--- src/rtl/ifu_fetch_ctrl.sv ---
// Instruction-fetch controller: owns the fetch PC, issues single-outstanding
// memory reads and buffers returned words in a small queue toward IF/ID.
module ifu_fetch_ctrl #(
   parameter int unsigned     XLEN     = 64,
   parameter int unsigned     INST_LEN = 32,
   parameter logic [XLEN-1:0] RESET_PC = 64'h8000_0000,
   parameter int unsigned     DEPTH    = 2
) (
   input  logic                clk,
   input  logic                rst,
   input  logic                redirect_valid_i,
   input  logic [XLEN-1:0]     redirect_pc_i,
   output logic                mem_req_valid_o,
   input  logic                mem_req_ready_i,
   output logic [XLEN-1:0]     mem_req_addr_o,
   input  logic                mem_rsp_valid_i,
   input  logic [INST_LEN-1:0] mem_rsp_data_i,
   output logic                inst_valid_o,
   input  logic                inst_ready_i,
   output logic [XLEN-1:0]     inst_addr_o,
   output logic [INST_LEN-1:0] inst_data_o
);

   localparam int unsigned   PW      = $clog2(DEPTH);
   localparam int unsigned   CW      = PW + 1;
   localparam logic [CW-1:0] DEPTH_C = CW'(DEPTH);

   typedef enum logic [1:0] {
      ST_IDLE = 2'd0,
      ST_REQ  = 2'd1,
      ST_WAIT = 2'd2,
      ST_DROP = 2'd3
   } state_e;

   state_e              state_q, state_d;
   logic [XLEN-1:0]     fetch_pc_q, fetch_pc_d;
   logic [XLEN-1:0]     req_addr_q, req_addr_d;
   logic                pend_q, pend_d;
   logic [CW-1:0]       count_q, count_d;
   logic [PW-1:0]       rd_ptr_q, rd_ptr_d;
   logic [PW-1:0]       wr_ptr_q, wr_ptr_d;
   logic [XLEN-1:0]     addr_mem_q [DEPTH];
   logic [INST_LEN-1:0] data_mem_q [DEPTH];

   logic                handshake;
   logic                push;
   logic                pop;
   logic [XLEN-1:0]     redirect_pc_aligned;

   assign handshake           = (state_q == ST_REQ) && mem_req_ready_i;
   // A redirect flushes the queue, so a same-cycle response or pop is moot.
   assign push                = (state_q == ST_WAIT) && mem_rsp_valid_i && !redirect_valid_i;
   assign pop                 = (count_q != '0) && inst_ready_i && !redirect_valid_i;
   assign redirect_pc_aligned = redirect_pc_i & ~XLEN'(3);

   always_comb begin
      count_d  = count_q;
      rd_ptr_d = rd_ptr_q;
      wr_ptr_d = wr_ptr_q;
      if (redirect_valid_i) begin
         count_d  = '0;
         rd_ptr_d = '0;
         wr_ptr_d = '0;
      end else begin
         if (push) wr_ptr_d = wr_ptr_q + 1'b1;
         if (pop)  rd_ptr_d = rd_ptr_q + 1'b1;
         if (push && !pop)      count_d = count_q + 1'b1;
         else if (pop && !push) count_d = count_q - 1'b1;
      end
   end

   always_comb begin
      state_d    = state_q;
      fetch_pc_d = fetch_pc_q;
      req_addr_d = req_addr_q;
      pend_d     = pend_q;
      case (state_q)
         ST_IDLE: begin
            if (!redirect_valid_i && (count_q < DEPTH_C)) begin
               req_addr_d = fetch_pc_q;
               state_d    = ST_REQ;
            end
         end
         ST_REQ: begin
            // The request is held until accepted; a redirect only marks it stale.
            if (handshake) begin
               pend_d = 1'b0;
               if (redirect_valid_i || pend_q) begin
                  state_d = ST_DROP;
               end else begin
                  fetch_pc_d = req_addr_q + XLEN'(4);
                  state_d    = ST_WAIT;
               end
            end else if (redirect_valid_i) begin
               pend_d = 1'b1;
            end
         end
         ST_WAIT: begin
            if (mem_rsp_valid_i) begin
               if (!redirect_valid_i && (count_d < DEPTH_C)) begin
                  req_addr_d = fetch_pc_q;
                  state_d    = ST_REQ;
               end else begin
                  state_d = ST_IDLE;
               end
            end else if (redirect_valid_i) begin
               state_d = ST_DROP;
            end
         end
         ST_DROP: begin
            if (mem_rsp_valid_i) state_d = ST_IDLE;
         end
         default: state_d = ST_IDLE;
      endcase
      if (redirect_valid_i) fetch_pc_d = redirect_pc_aligned;
   end

   always_ff @(posedge clk or negedge rst) begin
      if (!rst) begin
         state_q    <= ST_IDLE;
         fetch_pc_q <= RESET_PC;
         req_addr_q <= '0;
         pend_q     <= 1'b0;
         count_q    <= '0;
         rd_ptr_q   <= '0;
         wr_ptr_q   <= '0;
      end else begin
         state_q    <= state_d;
         fetch_pc_q <= fetch_pc_d;
         req_addr_q <= req_addr_d;
         pend_q     <= pend_d;
         count_q    <= count_d;
         rd_ptr_q   <= rd_ptr_d;
         wr_ptr_q   <= wr_ptr_d;
      end
   end

   // Storage is cleared on reset so the head outputs read zero while in reset.
   always_ff @(posedge clk or negedge rst) begin
      if (!rst) begin
         for (int i = 0; i < int'(DEPTH); i++) begin
            addr_mem_q[i] <= '0;
            data_mem_q[i] <= '0;
         end
      end else if (push) begin
         addr_mem_q[wr_ptr_q] <= req_addr_q;
         data_mem_q[wr_ptr_q] <= mem_rsp_data_i;
      end
   end

   assign mem_req_valid_o = (state_q == ST_REQ);
   assign mem_req_addr_o  = req_addr_q;
   assign inst_valid_o    = (count_q != '0);
   assign inst_addr_o     = addr_mem_q[rd_ptr_q];
   assign inst_data_o     = data_mem_q[rd_ptr_q];

endmodule

--- config.mk ---
export PLATFORM = sky130hd
export DESIGN_NAME = ifu_fetch_ctrl
export DESIGN_NICKNAME = d
export VERILOG_FILES = /design/src/rtl/ifu_fetch_ctrl.sv
export SDC_FILE = /design/constraint.sdc
export NUM_CORES = 1
export LEC_CHECK = 0
export CORE_UTILIZATION = 53
export CTS_CLUSTER_SIZE = 14
export DETAILED_ROUTE_END_ITERATION = 6
export PLACE_DENSITY = 0.8
export SLEW_MARGIN = 10
export SYNTH_ARGS = -nofsm -noshare
export SYNTH_HDL_FRONTEND = slang
export SYNTH_SLANG_ARGS = --single-unit
--- constraint.sdc ---
create_clock -name clk -period 3.1 [get_ports clk]
set_clock_uncertainty 0.05 [all_clocks]
set_input_delay 0.31 -clock clk [delete_from_list [all_inputs] [get_ports clk]]
set_output_delay 0.31 -clock clk [all_outputs]
set_load 0.01 [all_outputs]
==> out/results.tsv <==
metric	value	unit
Post-Syn Area	15300	µm²
num ports	264	
Yosys top cell by area	dfrtp_1	
TritonCTS clock tree	yes	
height of the die	172	µm
routed vias	10500	
clock latency on the worst-skew pair	0.52	ns
row cnt	61	
share of layout cells above drive strength 1	31.5	%
CTS H-tree depth	2	
dpl ws	0.489	ns
area grow syn2layout	29.0	%
hold_buf cts	1	
Longest Clk Path Bufs	3	
hold slack	0.102	ns
slack of the critical path	0.293	ns
Arrival @ worst endpoint	2.45	ns
Synthesis Warnings	0	
Max-Slew Margin vs Limit	53.4	%
R2R Setup Slk	0.45	ns
initial antenna violation count	0	
hold depth	2	
via-per-instance ratio	5.65	
CTS sink cnt	327	
Max Fclk	356	MHz
CP Data Required Time	2.74	ns
Placer Congestion	0.782	
Synth Register Bits	327	
sequential element share of the synthesized area	53.6	%
HPWL Detailed	24100	µm
Post-Syn Instances	1208	
slew at the pin with the worst max-slew slack	0.693	ns
final WL	36700	µm
Peak VDD IR	0.000676	V
Setup crit end kind	output port	
clk slew on worst S/H paths	0.06	ns
final slew viol count	0	
Area contributors post-synth	dfrtp_1 (53%), mux2_2 (25%), nand2_1 (2.5%), xnor2_1 (2.1%), o21ai_0 (1.3%)	
largest net degree at the start of global routing	118	
Initial Utilization	54.4	%
DRT antenna net count	0	
Mapped Nets	1312	
post-CTS sizing	0	
commonest non-fill, non-tap cells in the layout	mux2_2 (345), dfrtp_1 (325), clkdlybuf4s50_1 (259)	
initial DRC count	571	
Die X	172	µm
Syn Area/Cell	12.6	µm²
GRT Util Overall	25.4	%
number of synthesized flops with an enable pin	0	
DR pass1 iterations	4	
Synth top area share	53.4	%
area of the die	29500	µm²
Leak	0.00854	µW
Routed WL per cell	19.7	µm
CTS buffer count	36	
Final Setup Violations	0	
Hold Vio Cnt, Final	0	
crit path max fanout	22	
RSZ-0062 raised after global routing	no	
Buffers on Ports	261	
crit path kind	reg -> out	
share of synthesized flip-flops with an asynchronous set or reset	100	%
Core Area	28100	µm²
Sum Neg Setup Slack	0	ns
vias in the first global route	10800	
DRC violations left	0	
unique cell type count in the Yosys netlist	55	
Max Cap Viol	0	
fin nets	1564	
Pwr Density	976	nW/µm²
final period utilization	90.5	%
clk root buf	clkbuf_16	
first-pass GRT wire length	58200	µm
design area	19700	µm²
status	completed	
Tmin final	2.81	ns
Synth Flop Type	dfrtp_1	
Placed Instance Area	18400	µm²
Hold WC Path Type	in -> reg	
critical path startpoint category	flip-flop	
# Post-CTS Setup Buffers	0	
r2r worst-path depth	6	
total gr overflow	0	
commonest non-fill, non-tap cell in the layout	mux2_2	
kinds of logic (layout without fill, tap and decap cells):
logic type / after synthesis / count (layout) / synth area share (%)
buf+inv: 85 / 365 / 2.65
fa+ha+maj: 2 / 2 / 0.164
mux: 359 / 359 / 26.4
xor+xnor: 59 / 59 / 3.38
flops: 327 / 327 / 53.6
other cells: 0 / 1 / 0
simple gates: 264 / 264 / 9.32
compound gates: 112 / 112 / 4.54
power by group:
group          internal (µW)  leakage [µW]  switching [µW]
registers               5810       0.00419            1490
logic                   4390       0.00370            2820
clock network           2960      0.000653            1770
total                  13200       0.00854            6080
cells in the mapped netlist (all sizes together) (10+ instances only):
library cell / n
mux2: 348
dfrtp: 326
nand2: 102
clkbuf: 51
nor2: 47
o21ai: 45
xnor2: 36
a21oi: 33
buf: 23
xor2: 23
nand3: 22
nand4: 22
o221ai: 22
nor3b: 15
nor3: 14
nor4: 14
mux2i: 11
inv: 10
layer usage:
layer	share of wire [%]	global-route usage, %
met5	0	0
met4	2.9	7.85
met3	6.5	6.26
met2	48	41.8
met1	42	32.9
critical path, stage by stage (launching register included):
cell and delay, ns:
dfrtp_4 0.65, buf_4 0.38, mux2_2 0.37, clkdlybuf4s50_1 0.51
worst paths after layout:
check	startpoint	end
max in group asynchronous	rst	addr_mem_q[61]$_DFFE_PN0P_
max	rd_ptr_q$_DFFE_PN0P_	inst_addr_o[7]
max reg2reg	mem_req_addr_o[33]$_DFFE_PN0P_	fetch_pc_q[62]$_DFFE_PN0P_
min in group asynchronous	rst	addr_mem_q[91]$_DFFE_PN0P_
min reg2reg	addr_mem_q[49]$_DFFE_PN0P_	addr_mem_q[49]$_DFFE_PN0P_
min	redirect_valid_i	fetch_pc_q[0]$_DFFE_PN0P_
metrics by stage:
step / util (%) / total power, µW / std cells
3_3_place_gp: 65.4 / 14300 / 1799
2_1_floorplan: - / 11000 / 1208
4_1_cts: 70.2 / 19400 / 1866
6_report: 70.2 / 19200 / 1867
3_5_place_dp: 65.4 / 14600 / 1799
5_1_grt: 70.2 / 20300 / 1866
final cells by class:
type / count / area, µm²
antenna: 1 / 2.50
fill: 2021 / 8380
inverter: 10 / 37.5
tap: 378 / 473
timing repair buffer: 289 / 2970
clock inverter: 22 / 334
multi-input combinational: 796 / 6710
clock buffer: 44 / 992
sequential: 327 / 8190
registers in the layout (all words and copies together) (netlist names):
name,cells
data_mem_q,64
state_q,2
count_q,2
wr_ptr_q,1
addr_mem_q,128
pend_q,1
fetch_pc_q,64
mem_req_addr_o,64
rd_ptr_q,1
No activity file was read; power rests on OpenSTA's default activity.
